**src/rtl/s_verify.sv**
```systemverilog
// s_verify: sweeps all 256 entries of the S memory through its read port.
// It checks that the contents are either the identity (S[i]==i) or a valid
// permutation (every value 0..255 appears exactly once).
//
// Parameters:
//   CHECK_IDENTITY : 1 = identity check, 0 = permutation check
//
// Ports:
//   clk        system clock, all logic on posedge
//   rst        synchronous reset, active-high
//   en         start request, sampled only while rdy=1
//   rdy        idle, ready for a new run, results valid
//   addr       S-memory read address
//   rddata     S-memory read data (1-cycle read latency)
//   pass       last completed run found no errors
//   err_addr   index of the first failing entry of the last run
//   err_count  number of failing entries of the last run (0..256)
module s_verify #(
   parameter int unsigned CHECK_IDENTITY = 0
) (
   input  logic       clk,
   input  logic       rst,
   input  logic       en,
   output logic       rdy,
   output logic [7:0] addr,
   input  logic [7:0] rddata,
   output logic       pass,
   output logic [7:0] err_addr,
   output logic [8:0] err_count
);

   localparam int unsigned AW    = 8;
   localparam int unsigned CW    = 9;
   localparam int unsigned DEPTH = 256;

   typedef enum logic [1:0] {IDLE, READ, DRAIN} state_t;

   state_t           state_q, state_d;
   logic             rdy_q, rdy_d;
   logic [AW-1:0]    addr_q, addr_d;
   logic             pass_q, pass_d;
   logic [AW-1:0]    err_addr_q, err_addr_d;
   logic [CW-1:0]    err_count_q, err_count_d;
   logic [DEPTH-1:0] seen_q, seen_d;
   logic             eval_v_q, eval_v_d;
   logic [AW-1:0]    idx_q, idx_d;
   logic             fail_c;

   // Next-state, evaluation of the returning read data, and output updates
   always_comb begin
      state_d     = state_q;
      rdy_d       = rdy_q;
      addr_d      = addr_q;
      pass_d      = pass_q;
      err_addr_d  = err_addr_q;
      err_count_d = err_count_q;
      seen_d      = seen_q;
      fail_c      = 1'b0;
      // Index of the address issued this cycle; its data returns next cycle.
      eval_v_d    = (state_q == READ);
      idx_d       = addr_q;

      if (eval_v_q) begin
         if (CHECK_IDENTITY != 0) begin
            fail_c = (rddata != idx_q);
         end else begin
            fail_c         = seen_q[rddata];
            seen_d[rddata] = 1'b1;
         end
         if (fail_c) begin
            if (err_count_q == '0) begin
               err_addr_d = idx_q;
            end
            if (err_count_q != CW'(DEPTH)) begin
               err_count_d = err_count_q + CW'(1);
            end
         end
      end

      case (state_q)
         IDLE: begin
            if (en) begin
               state_d     = READ;
               rdy_d       = 1'b0;
               addr_d      = '0;
               pass_d      = 1'b0;
               err_addr_d  = '0;
               err_count_d = '0;
               seen_d      = '0;
            end
         end
         READ: begin
            if (addr_q == AW'(DEPTH - 1)) begin
               state_d = DRAIN;
            end else begin
               addr_d = addr_q + AW'(1);
            end
         end
         DRAIN: begin
            // Last entry is evaluated in this cycle, so use the updated count.
            state_d = IDLE;
            rdy_d   = 1'b1;
            pass_d  = (err_count_d == '0);
         end
         default: begin
            state_d = IDLE;
            rdy_d   = 1'b1;
         end
      endcase
   end

   // State and output registers
   always_ff @(posedge clk) begin
      if (rst) begin
         state_q     <= IDLE;
         rdy_q       <= 1'b1;
         addr_q      <= '0;
         pass_q      <= 1'b0;
         err_addr_q  <= '0;
         err_count_q <= '0;
         seen_q      <= '0;
         eval_v_q    <= 1'b0;
         idx_q       <= '0;
      end else begin
         state_q     <= state_d;
         rdy_q       <= rdy_d;
         addr_q      <= addr_d;
         pass_q      <= pass_d;
         err_addr_q  <= err_addr_d;
         err_count_q <= err_count_d;
         seen_q      <= seen_d;
         eval_v_q    <= eval_v_d;
         idx_q       <= idx_d;
      end
   end

   assign rdy       = rdy_q;
   assign addr      = addr_q;
   assign pass      = pass_q;
   assign err_addr  = err_addr_q;
   assign err_count = err_count_q;

endmodule

```
**config.mk**
```make
export PLATFORM = sky130hd
export DESIGN_NAME = s_verify
export DESIGN_NICKNAME = d
export VERILOG_FILES = /design/src/rtl/s_verify.sv
export SDC_FILE = /design/constraint.sdc
export NUM_CORES = 1
export LEC_CHECK = 0
export ABC_AREA = 1
export CAP_MARGIN = 30
export CORE_ASPECT_RATIO = 0.9
export CORE_UTILIZATION = 25
export CTS_BUF_LIST = sky130_fd_sc_hd__clkbuf_8 sky130_fd_sc_hd__clkbuf_16
export CTS_CLUSTER_DIAMETER = 30
export DETAILED_ROUTE_END_ITERATION = 10
export MAX_ROUTING_LAYER = met4
export SETUP_SLACK_MARGIN = 0.4
export SYNTH_ARGS = -nofsm -noshare
export SYNTH_HDL_FRONTEND = slang
export SYNTH_SLANG_ARGS = --single-unit
```
**constraint.sdc**
```tcl
create_clock -name clk -period 2.8 [get_ports clk]
set_clock_uncertainty 0.05 [all_clocks]
set_input_delay 0.42 -clock clk [delete_from_list [all_inputs] [get_ports clk]]
set_output_delay 0.42 -clock clk [all_outputs]
set_load 0.1 [all_outputs]
```
==> metrics.yaml, run 1 <==
finish:
  utilization_pct: 33.9
  final_area_um2: 16600
  final_cell_mix: "nand2_1 (607), nor2_1 (290), dfxtp_1 (286)"
  final_common_cell: "nand2_1"
  area_delta_synth_final_pct: 33.4
  final_cells: 2659
  num-nets-final: 1991
  drive_gt1_share_pct: 14.4
grt:
  grt_max_degree: 50
  grt.overflow.total: 0
  antenna_found_initial: 2
  grt_first_pass_wirelength_um: 61200
  grt_pass1_vias: 11776
  grt_util_all_layers_pct: 15.5
cts:
  insertion_delay_ns: 0.58
  clock-sinks: 294
  h-tree-depth: 3
  cts_inserted_buffers: 66
  clock-root-buffer: "clkbuf_16"
  clk_pin_slew_worst_paths_ns: 0.05
  cts_tree: "yes"
  cts_buffer_depth: 3
floorplanning:
  chipHeight_um: 214
  die_x_um: 237
  fp-row-count: 77
  initial_core_util_pct: 25.4
  core_um2: 49100
  num_io_pins: 38
  die-area_um2: 50800
drt:
  dr.first_iter.drc_count: 911
  wl_per_cell_um: 14.4
  dr_wl_met3_um: 2190
  ant_nets: 0
  vias: 12135
  route.detailed.drc: 0
  finalWirelength_um: 38300
  highest_layer: "met4"
  vias_per_cell: 4.56
  drt_pass1_iterations: 5
  m1WireLength_um: 17800
  routed-wl-met2_um: 17100
power:
  cellLeakagePower_nw: 6.89
  seq_power_share_pct: 32.9
  combPwrFrac_pct: 4.0
  clkPwrFrac_pct: 63.0
  power_mw: 12.8
  switchingPower_mw: 2.87
  p_int_mw: 9.91
  vdd_drop_max_v: 0.000527
  switching_share_pct: 22.5
  power.density_nw_per_um2: 768
placed_design:
  dpl-instance-area_um2: 14200
  io_buffer_count: 37
  place_congestion: 0.882
  place_inst: 2538
  dp_hpwl_um: 24500
synth:
  syn_inst: 1860
  yosys.area_share.xor_xnor_pct: 0.0703
  synthAdderAreaFrac_pct: 0.301
  avgSynthCellArea_um2: 6.70
  post_synth_and_or_nand_nor_area_fraction_pct: 29.7
  synth_compound_area_share_pct: 15.0
  ys_seq_area_share_pct: 47.2
  synth_top_family_by_area: "simple AND/OR/NAND/NOR gates"
  syn_nets: 1874
  ys_types: 28
  ys_ff_latch: 294
  synthMuxAreaShare_pct: 0
  yosys_warnings: 0
  syn_area_um2: 12500
worst_setup_path:
  required_ns: 3.26
  end_kind: "register"
  crit_fanout: 28
  setup.worst_path.class: "in -> reg"
  cp-start-kind: "input port"
  arrival_ns: 2.73
timing:
  fin_crit_sh_pct: 81.1
  setup_viol: 0
  max_freq_ghz: 0.441
  drv_slew: 0
  final_hold_viol_count: 0
  max-slew-margin-rel_pct: 57.2
  period_needed_ns: 2.27
  rsz0062_at_grt: "true"
  worstMarginPinSlew_ns: 0.635
flow_run:
  timing.max_cap.violations: 0
min_path:
  min_path_type: "reg -> reg"
status:
  status: "completed"
-- worst paths after layout --
kind | start | endpoint | slack, ns | depth (start not counted)
worst max-delay path | rddata[0] | pass | 0.53 | 21
worst min-delay path | seen_q[20] | seen_q[20] | 0.40 | 2
worst max register to register | seen_q[206] | pass | 0.54 | 20
worst min register to register | seen_q[20] | seen_q[20] | 0.40 | 2
-- power by group through the flow --
stage               sequential (mW)  clock (mW)  combinational, mW
floorplan                      4.31           0              0.249
global placement               4.29           0              0.503
detailed placement             4.29           0              0.505
CTS                            4.21        8.15              0.506
global route                   4.20        8.38              0.550
finish                         4.21        8.05              0.516
-- critical path, cell delays in order --
cell and delay, ns:
buf_6 0.14, buf_4 0.31, o21ai_0 0.14, nand2_1 0.07
nand2_1 0.06, nand2_1 0.06, nand2_1 0.09, o21ai_1 0.18
nand2_1 0.09, nor2_1 0.11, nor2_1 0.05, nor2_1 0.11
nand2_2 0.13, buf_4 0.18, nand3_1 0.06, nand2_1 0.05
nand2_1 0.08, nand2_1 0.05, nor2_1 0.11, nand3_1 0.09
a21oi_1 0.12
-- layer usage --
layer | GRT usage (%) | up-vias
li1 | - | 6119
met1 | 19.5 | 5584
met2 | 24.2 | 345
met3 | 2.86 | 87
met4 | 7.36 | 0
met5 | - | -
-- state kept, by name, summed over array words and instances, names as in the netlist --
signal,flops
addr,8
err_addr,8
err_count,9
eval_v_q,1
idx_q,8
pass,1
rdy,1
seen_q,256
state_q,2
-- synthesized netlist by cell type, drive strengths merged --
master | count | area (µm²)
o21ai | 84 | 420
nor2 | 295 | 1110
nand2 | 610 | 2290
clkbuf | 64 | 240
nand3 | 32 | 165
nor4 | 1 | 6.26
a211oi | 8 | 60.1
inv | 123 | 462
dfxtp | 294 | 5890
o21bai | 1 | 7.51
a21oi | 272 | 1360
clkinv | 3 | 11.3
and3 | 1 | 6.26
ha | 3 | 37.5
a31oi | 1 | 6.26
nor3 | 16 | 80.1
a211o | 1 | 8.76
nand4 | 6 | 37.5
buf | 44 | 259
xor2 | 1 | 8.76
-- logic make-up (layout without fill, tap and decap cells) --
kind of cell,after synthesis,count (layout)
simple gates,961,961
compound gates,367,367
flops,294,294
buf+inv,234,400
fa+ha+maj,3,3
xor+xnor,1,1
other cells,0,1
-- cell type report --
cell class | instances | area [µm²]
antenna | 1 | 2.50
clock buffer | 76 | 1810
clock inverter | 41 | 541
fill | 5140 | 32500
inverter | 126 | 480
multi-input combinational | 1332 | 5680
sequential | 294 | 5910
tap | 632 | 791
timing repair buffer | 157 | 1430
-- through the flow --
step	setup TNS [ns]	setup slack [ns]	hold slack, ns
after floorplan	0	0.331	0.376
after global placement	-1.78	-0.224	0.385
after detailed placement	-2.08	-0.234	0.392
after CTS	0	0.424	0.399
after global routing	0	0.247	0.420
final	0	0.530	0.398
-- timing repair --
action | 4_1_cts | 5_1_grt
hold buffers | 0 | 0
endpoints found under the setup margin | 9 | 12
hold endpoints to repair | 0 | 0
pin swaps | 0 | 3
buffers inserted | 0 | 2
resized for setup | 2 | 20
cloned | 0 | 1
Note: power is estimated with default switching activity, not from simulation.
==> inputs of run 2 (changes only) <==
==> constraint.sdc (replaced) <==
create_clock -name clk -period 2.1 [get_ports clk]
set_clock_uncertainty 0.05 [all_clocks]
set_input_delay 0.315 -clock clk [delete_from_list [all_inputs] [get_ports clk]]
set_output_delay 0.315 -clock clk [all_outputs]
set_load 0.1 [all_outputs]
==> metrics.yaml, run 2 (synthesis results as in run 1) <==
drt:
  wl_per_cell_um: 14.8  # +2.5%
  drt_pass1_iterations: 5  # unchanged
  ant_nets: 0  # unchanged
  finalWirelength_um: 39800  # +3.9%
  route.detailed.drc: 0  # unchanged
  vias_per_cell: 4.63  # +1.6%
  dr.first_iter.drc_count: 926  # +1.6%
  vias: 12500  # +3.0%
timing:
  period_needed_ns: 2.30
  setup_tns_ns: -0.385  # -0.385 ns
  fin_crit_sh_pct: 109
  drv_slew: 0  # unchanged
  final_hold_viol_count: 0  # unchanged
  worstMarginPinSlew_ns: 0.614  # -0.0209 ns
  rsz0062_at_grt: "true"
  timing.hold.ws_ns: 0.394  # -0.00395 ns
  layout_setup_ws_ns: -0.196  # -0.726 ns
  setup_viol: 9  # +9
  max-slew-margin-rel_pct: 59.0  # +1.7 points
  max_freq_ghz: 0.436
finish:
  num-nets-final: 2034  # +2.2%
  final_cells: 2697  # +1.4%
  largest_register_ffs: 256  # unchanged
  area_delta_synth_final_pct: 39.9
  utilization_pct: 35.5  # +1.6 points
  n_fill_cell: 5049  # -1.8%
  final_common_cell: "nand2_1"
  final_cell_mix: "nand2_1 (556), nor2_1 (272), a21oi_1 (266)"
  registers.top_by_ff_count: "seen_q"
  drive_gt1_share_pct: 23.3  # +8.8 points
placed_design:
  dp_hpwl_um: 25700  # +4.9%
  io_buffer_count: 37  # unchanged
  place_inst: 2578  # +1.6%
  place_congestion: 0.876  # -0.69%
  place_ws_ns: -0.854  # -0.620 ns
flow_run:
  timing.max_cap.violations: 0  # unchanged
worst_setup_path:
  crit_fanout: 7  # -75%
  crit_start: "seen_q[165]"
  reg2reg_to: "pass"
  end_kind: "register"
  arrival_ns: 2.74  # about the same
  ff2ff_path_depth: 21  # +5.0%
  rr_startpoint: "seen_q[165]"
  cp-start-kind: "register"
  endpoint: "pass"
  r2r_slack_ns: -0.20  # -0.74 ns
  setup.worst_path.class: "reg -> reg"
  required_ns: 2.54  # -0.72 ns
floorplanning:
  core_um2: 49100  # unchanged
  die-area_um2: 50800  # unchanged
  chipHeight_um: 214  # unchanged
  initial_core_util_pct: 25.4  # unchanged
  num_io_pins: 38  # unchanged
  die_x_um: 237  # unchanged
  fp-row-count: 77  # unchanged
power:
  vdd_drop_max_v: 0.000791  # +50%
  power.density_nw_per_um2: 872  # +13%
  cellLeakagePower_nw: 7.14  # +3.7%
min_path:
  min_path_type: "reg -> reg"
  hp-start: "seen_q[168]"
cts:
  cts_buffer_depth: 3  # unchanged
  cts_inserted_buffers: 54  # -18%
  insertion_delay_ns: 0.57  # about the same
  h-tree-depth: 2  # -1
  cts_tree: "yes"
  clock-root-buffer: "clkbuf_16"
  clk_pin_slew_worst_paths_ns: 0.05  # about the same
  clock-sinks: 294  # unchanged
grt:
  grt_first_pass_wirelength_um: 62700  # +2.5%
  grt_max_degree: 59  # +18%
  antenna_found_initial: 1  # -1
  grt.overflow.total: 0  # unchanged
  grt_pass1_vias: 11757  # -0.16%
  grt_util_all_layers_pct: 16.0  # +0.42 points
status:
  violations: "negative setup slack"
  status: "finished, violations left"
==> run 2: changes by cell type in the layout (fill, tap and decap cells not counted), sizes merged <==
cell          change
buf              +54
bufinv            -5
clkbuf           -11
clkinv            -3
clkinvlp          +2
dlygate4sd2       +2
dlymetal6s2s      -2
inv               +1
==> run 2: how the worst min path moves through the flow <==
stage,end,slack [ns],cells past startpoint
after floorplan,idx_q[0],0.35,1
after global placement,seen_q[116],0.39,2
after detailed placement,seen_q[168],0.39,2
after CTS,rdy,0.38,5
after global routing,rdy,0.41,5
final,seen_q[168],0.39,2
==> run 2: area by class of cell <==
type,count,area (µm²),share of cell area [%]
timing repair buffer,212,2200,12.6
sequential,294,5940,34.0
multi-input combinational,1332,6140,35.2
clock inverter,36,373,2.14
inverter,126,487,2.79
tap,632,791,4.54
antenna,1,2.50,0.0144
clock buffer,64,1510,8.67
==> run 2: per-layer routing <==
metal / part of all wire, % / vias up / GRT usage, %
met3: 7.1 / 63 / 3.18
met4: 2.0 / 0 / 4.83
met5: 0 / - / -
li1: - / 6219 / -
met1: 46 / 5858 / 20.8
met2: 45 / 360 / 24.9
==> run 2: metrics by stage <==
step | total power [mW] | cell area, µm²
3_3_place_gp | 6.43 | 14900
3_5_place_dp | 6.44 | 14900
2_1_floorplan | 6.11 | 12700
4_1_cts | 15.3 | 17000
5_1_grt | 15.7 | 17400
6_report | 15.2 | 17400
==> run 2: worst max-delay path, cell delays in order, from the launching register on <==
cell and delay [ns]:
dfxtp_1 0.31, nand2_1 0.08, o21ai_2 0.05, nand2_1 0.06, nand2_2 0.08, nand2_2 0.07
nand2_1 0.05, o21ai_1 0.13, nand2_1 0.11, nor2_1 0.13, nor2_1 0.06, nor2_1 0.08
nand2_1 0.09, buf_12 0.16, buf_8 0.12, nand2_4 0.04, o21ai_2 0.05, nand2_2 0.07
nand2_2 0.06, nor2_2 0.12, nand3_1 0.08, a21oi_1 0.14
==> run 2: repair_timing <==
action,in CTS,in global routing
endpoints found under the setup margin,105,126
pin swaps,16,72
gates cloned,1,1
gates resized for setup,62,120
setup buffers,10,6
hold buffers,0,0
hold endpoints to repair,0,0
==> run 2: power breakdown <==
part / leakage (nW) / internal, mW / switching (mW) / total, mW
Combinational: 3.83 / 0.256 / 0.530 / 0.786
Sequential: 2.38 / 5.59 / 0.00782 / 5.60
Clock: 0.929 / 5.76 / 3.05 / 8.81
==> inputs of run 3 (changes only) <==
--- a/config.mk
+++ b/config.mk
@@ -13,6 +13,7 @@
 export CTS_CLUSTER_DIAMETER = 30
 export DETAILED_ROUTE_END_ITERATION = 10
 export MAX_ROUTING_LAYER = met4
+export PLACE_DENSITY = 0.41
 export SETUP_SLACK_MARGIN = 0.4
 export SYNTH_ARGS = -nofsm -noshare
 export SYNTH_HDL_FRONTEND = slang
==> metrics.yaml, run 3 (synthesis results as in run 1) <==
finish:
  regArea_um2: 5920  # -0.25%
  antennaDiodeCount: 0  # -1
  final_cells: 2756  # +2.2%
  registers.top_by_ff_count: "seen_q"
  final_cell_mix: "nand2_1 (582), dfxtp_1 (276), nor2_1 (271)"
  num-nets-final: 2078  # +2.2%
  largest_register_ffs: 256  # unchanged
  final_common_cell: "nand2_1"
  n_fill_cell: 5176  # +2.5%
  multiInputGateArea_um2: 6010  # -2.1%
  drive_gt1_share_pct: 22.4  # -0.89 points
  area_delta_synth_final_pct: 45.4
timing:
  final_hold_viol_count: 0  # unchanged
  period_needed_ns: 2.28  # -0.0143 ns
  max-slew-margin-rel_pct: 66.4  # +7.4 points
  drv_slew: 0  # unchanged
  layout_setup_ws_ns: -0.182  # +0.0143 ns
  worstMarginPinSlew_ns: 0.502  # -0.113 ns
  setup_viol: 11  # +2
  max_freq_ghz: 0.438  # +0.63%
  rsz0062_at_grt: "true"
  fin_crit_sh_pct: 109  # -0.68 points
cts:
  insertion_delay_ns: 0.59  # +0.02 ns
  hold_buffers: 0  # unchanged
  h-tree-depth: 3  # +1
  cts_buffer_depth: 3  # unchanged
  clk_pin_slew_worst_paths_ns: 0.04  # about the same
  cts_tree: "yes"
  clock-root-buffer: "clkbuf_16"
  cts_inserted_buffers: 78  # +44%
  clock-sinks: 294  # unchanged
drt:
  finalWirelength_um: 43100  # +8.1%
  vias_per_cell: 4.49  # -3.1%
  wl_per_cell_um: 15.6  # +5.8%
  route.detailed.drc: 0  # unchanged
  drt_pass1_iterations: 5  # unchanged
  dr.first_iter.drc_count: 692  # -25%
  ant_nets: 0  # unchanged
  vias: 12380  # -0.96%
grt:
  grt_pass1_vias: 11904  # +1.3%
  grt.overflow.total: 0  # unchanged
  grt_first_pass_wirelength_um: 67100  # +7.1%
  grt_max_degree: 63  # +6.8%
  grt_util_all_layers_pct: 17.7  # +1.7 points
  antenna_found_initial: 0  # -1
power:
  power.density_nw_per_um2: 995  # +14%
  vdd_drop_max_v: 0.000608  # -23%
  cellLeakagePower_nw: 7.59  # +6.3%
  power_mw: 18.0  # +19%
worst_setup_path:
  reg2reg_to: "pass"
  end_kind: "register"
  ff2ff_path_depth: 21  # unchanged
  required_ns: 2.58  # +0.04 ns
  rr_startpoint: "seen_q[212]"
  setup.worst_path.class: "reg -> reg"
  cp-start-kind: "register"
  arrival_ns: 2.76  # +0.02 ns
  r2r_slack_ns: -0.18  # about the same
  crit_fanout: 8  # +1
placed_design:
  place_congestion: 0.834  # -4.7%
  io_buffer_count: 37  # unchanged
  dp_hpwl_um: 28200  # +9.6%
  place_inst: 2592  # +0.54%
floorplanning:
  die_x_um: 237  # unchanged
  die-area_um2: 50800  # unchanged
  core_um2: 49100  # unchanged
  fp-row-count: 77  # unchanged
  num_io_pins: 38  # unchanged
  initial_core_util_pct: 25.4  # unchanged
  chipHeight_um: 214  # unchanged
status:
  violations: "negative setup slack"
  status: "finished, violations left"
min_path:
  hp-start: "en"
  min_path_type: "in -> reg"
  hold_depth: 5  # +3
  hold_end: "rdy"
flow_run:
  timing.max_cap.violations: 0  # unchanged
[run 3: report_power, final]
part	switching [mW]	internal (mW)
Clock	3.51	8.11
Combinational	0.540	0.250
Sequential	0.00735	5.61
Total	4.06	14.0
[run 3: worst max path at each step]
stage	end	start	cells after the start	slack [ns]
final	pass	seen_q[212]	21	-0.18
after global routing	pass	seen_q[120]	22	-0.37
after CTS	pass	seen_q[153]	21	-0.12
after detailed placement	pass	rddata[2]	22	-0.86
after global placement	pass	rddata[3]	20	-0.81
after floorplan	addr[7]	addr[1]	14	-0.13
[run 3: final cells by class]
type                    instances  share of cell area [%]
flip-flops and latches        294                    32.7
multi-input cells            1332                    33.2
clock buffers                  94                    12.0
inverters                     126                    2.68
repair buffers                232                    12.6
well taps                     632                    4.36
clock inverters                46                    2.50
[run 3: metal layers]
| metal | global-route usage (%) | share of wire, % |
|---|---|---|
| met1 | 22.7 | 48 |
| met2 | 27.8 | 46 |
| met3 | 3.67 | 4.1 |
| met4 | 5.92 | 2.1 |
| met5 | - | 0 |
[run 3: critical path, stage by stage, from the launching register on]
cell and delay (ns):
dfxtp_1 0.30, inv_1 0.05, o21ai_0 0.16, nand2_1 0.07, nand2_1 0.11, nand2_1 0.06
nand2_1 0.07, o21ai_1 0.07, nand2_1 0.09, nor2_1 0.05, nor2_1 0.09, nor2_1 0.06
nand2_1 0.11, buf_12 0.15, nand2_4 0.07, nor2_2 0.10, nand2_1 0.07, nand2_1 0.08
nand2_1 0.06, nor2_1 0.12, nand3_2 0.09, a21oi_2 0.13
[run 3: per-stage QoR]
stage | cell area, µm² | setup slack [ns] | hold slack, ns | setup TNS (ns) | utilization [%]
floorplan | 12700 | -0.126 | 0.349 | -0.292 | -
global placement | 15000 | -0.813 | 0.389 | -32.99 | 30.4
detailed placement | 15000 | -0.858 | 0.395 | -33.79 | 30.4
CTS | 17900 | -0.124 | 0.348 | -0.336 | 36.4
global route | 18100 | -0.368 | 0.409 | -2.93 | 36.9
finish | 18100 | -0.182 | 0.396 | -0.779 | 36.9
[run 3: what timing repair did]
action,4_1_cts,5_1_grt
gates resized for setup,58,62
gates cloned,0,1
pin swaps,19,35
setup buffers,19,4
setup endpoints to repair,92,287
